$ cat config.mk
export PLATFORM = sky130hd
export DESIGN_NAME = fifo_wr_arbiter
export DESIGN_NICKNAME = d
export VERILOG_FILES = /design/src/rtl/fifo_wr_arbiter.sv
export SDC_FILE = /design/constraint.sdc
export NUM_CORES = 1
export LEC_CHECK = 0
export CELL_PAD_IN_SITES_DETAIL_PLACEMENT = 0
export CELL_PAD_IN_SITES_GLOBAL_PLACEMENT = 2
export CORE_ASPECT_RATIO = 0.75
export CORE_UTILIZATION = 24
export CTS_CLUSTER_DIAMETER = 100
export DETAILED_ROUTE_END_ITERATION = 10
export GPL_ROUTABILITY_DRIVEN = 0
export GPL_TIMING_DRIVEN = 1
export HOLD_SLACK_MARGIN = 0.12
export PLACE_DENSITY_LB_ADDON = 0.1
export SLEW_MARGIN = 0
export SYNTH_ARGS = -nofsm -noshare
export SYNTH_HDL_FRONTEND = slang
export SYNTH_SLANG_ARGS = --single-unit
$ cat constraint.sdc
create_clock -name clk -period 2.2 [get_ports clk]
set_input_delay 0.44 -clock clk [delete_from_list [all_inputs] [get_ports clk]]
set_output_delay 0.44 -clock clk [all_outputs]
set_load 0.005 [all_outputs]
$ cat src/rtl/fifo_wr_arbiter.sv
// -----------------------------------------------------------------------------
// fifo_wr_arbiter
//
// Shares one fifo_core write port among NUM_REQ requesters. Grants rotate
// round-robin. Each grant admits up to BURST_MAX words, then the arbiter passes
// through one IDLE cycle before it issues the next grant.
//
// Ports
//   clk              in   rising-edge clock
//   reset            in   asynchronous, active-low reset
//   req              in   [NUM_REQ]        per-requester "word offered"
//   req_data         in   [NUM_REQ*WIDTH]  requester i word at [i*WIDTH +: WIDTH]
//   gnt              out  [NUM_REQ]        registered one-hot grant, 0 when idle
//   owner            out  [OWNER_W]        registered owner index, 0 when idle
//   busy             out                   high while in BURST
//   fifo_count       in   [POINTER_WIDTH+1] fifo_core occupancy
//   fifo_wr_en       out                   registered write strobe to fifo_core
//   fifo_input_data  out  [WIDTH]          registered write data to fifo_core
//   state_dbg        out                   FSM state (0 = IDLE, 1 = BURST)
//
// Handshake: a word from the owner is taken on a rising edge where
// req[owner]=1 and the FIFO has room. Room counts the occupancy plus the
// registered write still in flight. On the next cycle that word appears on
// fifo_input_data, and fifo_wr_en is high for that one cycle only. The
// requester must hold req and its data until the word is taken. It may drop
// req at any time, and that ends its burst.
//
// Build option: define FIFO_WR_ARB_RESERVE_EN to hold back new grants until
// the FIFO has room for a full BURST_MAX burst, so a burst never stalls.
// -----------------------------------------------------------------------------
module fifo_wr_arbiter #(
  parameter int NUM_REQ       = 4,
  parameter int WIDTH         = 8,
  parameter int DEPTH         = 16,
  parameter int POINTER_WIDTH = 4,
  parameter int BURST_MAX     = 4,
  localparam int OWNER_W      = (NUM_REQ > 1) ? $clog2(NUM_REQ) : 1,
  localparam int BEAT_W       = $clog2(BURST_MAX + 1)
) (
  input  logic                     clk,
  input  logic                     reset,
  input  logic [NUM_REQ-1:0]       req,
  input  logic [NUM_REQ*WIDTH-1:0] req_data,
  output logic [NUM_REQ-1:0]       gnt,
  output logic [OWNER_W-1:0]       owner,
  output logic                     busy,
  input  logic [POINTER_WIDTH:0]   fifo_count,
  output logic                     fifo_wr_en,
  output logic [WIDTH-1:0]         fifo_input_data,
  output logic                     state_dbg
);

  // Fill arithmetic is one bit wider than fifo_count so that a full FIFO
  // plus an in-flight write cannot wrap.
  localparam int FILL_W = POINTER_WIDTH + 2;

  typedef enum logic {
    IDLE  = 1'b0,
    BURST = 1'b1
  } state_e;

  state_e               state_q, state_d;
  logic [NUM_REQ-1:0]   gnt_q, gnt_d;
  logic [OWNER_W-1:0]   owner_q, owner_d;
  logic [OWNER_W-1:0]   last_owner_q, last_owner_d;
  logic [BEAT_W-1:0]    beat_cnt_q, beat_cnt_d;
  logic                 fifo_wr_en_q, fifo_wr_en_d;
  logic [WIDTH-1:0]     fifo_input_data_q, fifo_input_data_d;

  logic [WIDTH-1:0]     req_word [NUM_REQ];
  logic [FILL_W-1:0]    fill;
  logic                 space;
  logic                 grant_ok;
  logic [OWNER_W-1:0]   winner;
  logic [BEAT_W-1:0]    beat_inc;

  // Round-robin search that starts just above the previous owner.
  function automatic logic [OWNER_W-1:0] pick_winner(
    input logic [NUM_REQ-1:0] r,
    input logic [OWNER_W-1:0] last
  );
    logic [OWNER_W-1:0] win;
    logic [OWNER_W-1:0] idx;
    logic               found;
    win   = '0;
    found = 1'b0;
    for (int k = 1; k <= NUM_REQ; k++) begin
      idx = OWNER_W'((int'(last) + k) % NUM_REQ);
      if (!found && r[idx]) begin
        found = 1'b1;
        win   = idx;
      end
    end
    return win;
  endfunction

  always_comb begin
    for (int i = 0; i < NUM_REQ; i++) begin
      req_word[i] = req_data[i*WIDTH +: WIDTH];
    end
  end

  // The registered write still in flight has not reached fifo_count yet,
  // so it is added here.
  assign fill   = FILL_W'(fifo_count) + FILL_W'(fifo_wr_en_q);
  assign space  = (fill < FILL_W'(DEPTH));
  assign winner = pick_winner(req, last_owner_q);

`ifdef FIFO_WR_ARB_RESERVE_EN
  assign grant_ok = (fill <= FILL_W'(DEPTH - BURST_MAX));
`else
  assign grant_ok = 1'b1;
`endif

  assign beat_inc = beat_cnt_q + BEAT_W'(1);

  always_comb begin
    state_d           = state_q;
    gnt_d             = gnt_q;
    owner_d           = owner_q;
    last_owner_d      = last_owner_q;
    beat_cnt_d        = beat_cnt_q;
    fifo_wr_en_d      = 1'b0;
    fifo_input_data_d = fifo_input_data_q;

    case (state_q)
      IDLE: begin
        if ((|req) && grant_ok) begin
          state_d    = BURST;
          gnt_d      = NUM_REQ'(1) << winner;
          owner_d    = winner;
          beat_cnt_d = '0;
        end
      end

      BURST: begin
        if (!req[owner_q]) begin
          state_d      = IDLE;
          gnt_d        = '0;
          owner_d      = '0;
          last_owner_d = owner_q;
        end else if (space) begin
          fifo_wr_en_d      = 1'b1;
          fifo_input_data_d = req_word[owner_q];
          beat_cnt_d        = beat_inc;
          if (beat_inc == BEAT_W'(BURST_MAX)) begin
            state_d      = IDLE;
            gnt_d        = '0;
            owner_d      = '0;
            last_owner_d = owner_q;
          end
        end
        // The owner has a word but the FIFO is full, so everything holds.
      end

      default: begin
        state_d = IDLE;
        gnt_d   = '0;
        owner_d = '0;
      end
    endcase
  end

  always_ff @(posedge clk or negedge reset) begin
    if (!reset) begin
      state_q           <= IDLE;
      gnt_q             <= '0;
      owner_q           <= '0;
      last_owner_q      <= OWNER_W'(NUM_REQ - 1);
      beat_cnt_q        <= '0;
      fifo_wr_en_q      <= 1'b0;
      fifo_input_data_q <= '0;
    end else begin
      state_q           <= state_d;
      gnt_q             <= gnt_d;
      owner_q           <= owner_d;
      last_owner_q      <= last_owner_d;
      beat_cnt_q        <= beat_cnt_d;
      fifo_wr_en_q      <= fifo_wr_en_d;
      fifo_input_data_q <= fifo_input_data_d;
    end
  end

  assign gnt             = gnt_q;
  assign owner           = owner_q;
  assign busy            = (state_q == BURST);
  assign fifo_wr_en      = fifo_wr_en_q;
  assign fifo_input_data = fifo_input_data_q;
  assign state_dbg       = state_q;

endmodule

# Word level (Yosys, flattened, before mapping)
# Cells that the tools add are included.
# word_totals
reg_bits	21
latch_bits	0
ram_bits	0
mem_bits_ro	0
wordCells	87
mem_count	0
# classes
addsub	6
n_mul	0
n_div	0
magnitude_cmp	7
eq_ne	8
n_shift	1
muxes	45
bitwise_logic	2
n_reduce_logical	11
# ops
cell	n
2-to-1 mux 2 bit	11
binary-select mux 8 bit (select 2 bit)	1
2-to-1 mux 4 bit	4
2-to-1 mux 8 bit	2
less-than comparator 2 x 3 -> 1 bit, second input constant	5
2-to-1 mux 1 bit	15
AND reduction 3 bit	4
binary-select mux 1 bit (select 2 bit)	5
2-to-1 mux 3 bit	3
case mux 4 bit (2 select lines)	1
adder 5 x 1 -> 6 bit	1
less-than comparator 6 x 5 -> 1 bit, second input constant	1
!= test 2 x 1 -> 1 bit, second input constant	3
case mux 3 bit (2 select lines)	1
adder 2 x 1 -> 2 bit, second input constant	2
adder 2 bit, second input constant	2
!= test 2 bit, second input constant	2
case mux 2 bit (2 select lines)	1
OR reduction 4 bit	1
<< shifter 1 x 2 -> 4 bit, first input constant	1
adder 3 x 1 -> 3 bit, second input constant	1
equality test 3 bit, second input constant	1
>= comparator 3 bit, second input constant	1
logical AND 1 bit	3
other kinds (6)	8

# Logic depth before layout (Yosys ltp)
# depth
word_depth	16
ltp_mapped	6
ltp_nobuf	6

# Least setup slack after synthesis
# Ideal clock, no wire load.
# synth_path
path_type	input -> register
from	input req[3]
to	register fifo_input_data_q[3], in the netlist fifo_input_data[3]
setup_time_ns	0.125
arrival_ns	1.538
slack_ns	0.537
stages	4
n_path_buf	1
path_cell_list	mux4_2 o2111ai_4 buf_6 mux2_4
# synth_via
elab_chain_cells	3
# synth_lines
item	line	source
start, declared	42	input logic [NUM_REQ-1:0] req,
binary-select mux 1 bit (select 2 bit)	137	if (!req[owner_q]) begin
2-to-1 mux 1 bit (not written as such)	137	
AND reduction 3 bit (no line)	-	
end signal, assigned	180	fifo_input_data_q <= fifo_input_data_d;
end, declared	68	logic [WIDTH-1:0] fifo_input_data_q, fifo_input_data_d;
# No other way between the ends. The select of a mux whose other input is x is not followed.
# A chain may end at the register's enable or synchronous reset.

# Worst setup path after layout
# layout_path
from	input req[2]
to	register last_owner_q[1]
# layout_via
elab_chain_cells	4
word_cells_on_any_way	6
cone_classes	eq/ne: 2; mux: 3; reduce/logical: 1
# layout_lines
item	line	source
binary-select mux 1 bit (select 2 bit) *	137	
2-to-1 mux 1 bit (not written as such) *	137	
!= test 2 x 1 -> 1 bit (no line) / != test 2 bit (equally long branches)	-	
AND reduction 3 bit (no line)	-	
end signal, assigned	169	last_owner_q <= OWNER_W'(NUM_REQ - 1);
end signal, assigned	177	last_owner_q <= last_owner_d;
end, declared	65	logic [OWNER_W-1:0] last_owner_q, last_owner_d;
# Every way passes the cells marked *; elsewhere a longest branch is shown, timed or not. The select of a mux whose other input is x is not followed.

==> flow_summary.ini <==
[run_status]
outcome = complete, but fails checks
violations = design-rule violations

[worst_setup_path]
cp_max_fo = 3
start_kind = primary input
worstSetupPathType = primary input to register
cp.arrival_ns = 2.05
r2r_slack_ns = 0.47
cp.required_ns = 2.39
reg2reg_depth = 6
timing.critical_path.to_type = register
r2r-start = beat_cnt_q[0]$_DFFE_PN0P_
rr_endpoint = last_owner_q[1]$_DFFE_PN1P_

[clock_tree]
hold_buffers = 0
cts_max_level = 1
cts_post_setup_buffers_inserted = 0
root_buffer = clkbuf_8
clkTransAtPathRegs_ns = 0.08
clockBufferDepth = 2
cts_made_buffers = 3
clk_latency_ns = 0.26
cts_resized = 0
cts.sinks = 21
tritoncts = built

[global_routing]
track_usage = 0.122
grt-ovfl-total = 0
grt_pass1_wl_mm = 5.06
antenna_found_initial = 0
grt_pass1_vias = 1026
grt_max_degree = 22

[synth]
synth_nets = 139
synth_seq_cells = 21
synthCells = 94
yosysTopAreaCell = dfrtp_1
yosysTopAreaCellShare = 0.386
synth.cell_area_um2 = 1230
yosys_warnings = 0
yosysUniqueCellTypes = 34
syn_avg_cell_area_um2 = 13.1
ys_seq_area_frac = 0.428
synth_area_leaders = dfrtp_1, mux4_2, mux2_4

[timing]
slew_headroom = 0.668
hold_viol = 0
final.setup.worst_slack_ns = 0.346
max_freq_mhz = 539
setup_viol = 0
fin_skew_ns = 0.00398
maxSlewViolCount = 0
layout_min_cycle_time_ns = 1.85
tightest_slew_ns = 0.497
min_period_over_period = 0.843
setup_tns_ns = 0
rsz0062_at_grt = no

[power_and_ir_drop]
pwr-share-clk = 0.124
p_sw_w = 0.000628
p_seq_frac = 0.342
peakVddDrop_mv = 0.323
p_leak_nw = 0.821
power_switching_share = 0.312
p_per_area_nw_per_um2 = 1010
internal_power_w = 0.00138
combPwrFrac = 0.533

[layout]
mostFrequentLayoutCells = clkdlybuf4s50_1, dfrtp_1, buf_4
drive_above_1_share = 0.262
antenna_cells = 0
fin_util = 0.406
nets = 210
final_common_cell = clkdlybuf4s50_1
stdcell_count = 224
area_growth_pct = 62.2

[detailed_routing]
wl_mm = 3.00
routed-via-count = 1016
drc = 1
vias_per_cell = 4.54
drtIter0Drc = 34
ant_nets = 0
wl_per_cell_um = 13.4
dr.pass1.iters = 7

[hold_path]
whs_path_depth = 1
hp-class = register to register
min_to = gnt[1]$_DFFE_PN0P_
hp-start = gnt[1]$_DFFE_PN0P_

[die]
initial_core_util = 0.250
num_rows = 22
ioPinCount = 60
dieArea_um2 = 5430
coreArea_um2 = 4930
die_y_um = 64.1
die_w_um = 84.7

[placement]
dpl.hpwl_mm = 2.36
post-place-ws_ns = 0.0456
numPortBuffers = 59
dp.cells = 220

[run]
max_cap_viol_count = 0
## cell families after synthesis
logic type               count (synthesis)  share of synthesized area
buffers and inverters                    9                     0.0376
adder cells (fa/ha/maj)                  2                     0.0203
flip-flops                              21                      0.428
AND/OR/NAND/NOR                         22                     0.0934
AO/OA/AOI/OAI                           19                      0.131
multiplexers                            20                      0.282
XOR/XNOR                                 1                    0.00711
## critical path: stages
cell and delay, ns:
clkdlybuf4s50_1 0.42, mux4_2 0.52, buf_4 0.16, o31ai_2 0.10
nand2_4 0.10, mux2_4 0.30
## final cells by class
type	count	area (um^2)
timing repair buffer	70	673
fill	455	2930
tap	60	75.1
sequential	21	528
clock inverter	1	5.00
inverter	5	18.8
clock buffer	3	41.3
multi-input combinational	64	658
## cell usage after synthesis
| master | instances |
|---|---|
| o2bb2ai_1 | 4 |
| buf_4 | 1 |
| o21ai_1 | 2 |
| inv_1 | 5 |
| nor2_1 | 3 |
| o21ai_0 | 2 |
| a22o_1 | 2 |
| o31ai_2 | 1 |
| a31oi_1 | 1 |
| nand3_1 | 2 |
| mux2i_1 | 1 |
| o221ai_1 | 1 |
| ha_1 | 2 |
| buf_6 | 1 |
| a21oi_1 | 3 |
| nor2_2 | 1 |
| or2_2 | 1 |
| and2_1 | 2 |
| nor4_1 | 1 |
| dfrtp_1 | 19 |
| o21ai_2 | 1 |
| mux4_2 | 9 |
| xor2_1 | 1 |
| mux2_2 | 4 |
| nand2_4 | 1 |
| nand2_1 | 7 |
| nor2b_1 | 1 |
| nand2b_1 | 3 |
| mux2_4 | 6 |
| dfstp_2 | 2 |
| o221a_2 | 1 |
| clkbuf_1 | 1 |
| o2111ai_4 | 1 |
| buf_2 | 1 |
## worst max-delay path by stage
| stage | depth (start not counted) | start | endpoint |
|---|---|---|---|
| after CTS | 2 | owner[0]$_DFFE_PN0P_ | owner[0] |
| after detailed placement | 7 | req[2] | beat_cnt_q[2]$_DFFE_PN0P_ |
| final | 6 | req[2] | last_owner_q[1]$_DFFE_PN1P_ |
| after floorplan | 4 | req[3] | fifo_input_data[3]$_DFFE_PN0P_ |
| after global placement | 7 | req[3] | beat_cnt_q[2]$_DFFE_PN0P_ |
| after global routing | 2 | owner[0]$_DFFE_PN0P_ | owner[0] |
## per-stage QoR
step	total power [W]	hold slack, ns	instance area [um^2]
2_1_floorplan	0.00127	0.144	1230
3_3_place_gp	0.00178	0.487	1950
3_5_place_dp	0.00178	0.485	1950
4_1_cts	0.00205	0.506	2000
5_1_grt	0.00217	0.508	2000
6_report	0.00201	0.504	2000
## metal layers
layer / track usage / routed length [um] / share of wire
met1: 0.171 / 1470 / 0.49
met3: 0.0426 / 230 / 0.077
met4: 0.0318 / 18 / 0.0060
met5: 0 / 0 / 0
met2: 0.177 / 1280 / 0.43
## sequential cells by signal (all words and copies together), names as in the netlist
register	flops
beat_cnt_q	3
busy	1
fifo_input_data	8
fifo_wr_en	1
gnt	4
last_owner_q	2
owner	2
## power by group through the flow
stage	Clock (W)	Sequential [W]	Combinational, W
final	0.000250	0.000688	0.00107
after global routing	0.000278	0.000719	0.00117
after CTS	0.000265	0.000689	0.00109
after detailed placement	0	0.000694	0.00109
after global placement	0	0.000686	0.00109
after floorplan	0	0.000687	0.000584
(Power assumes the default switching activity.)
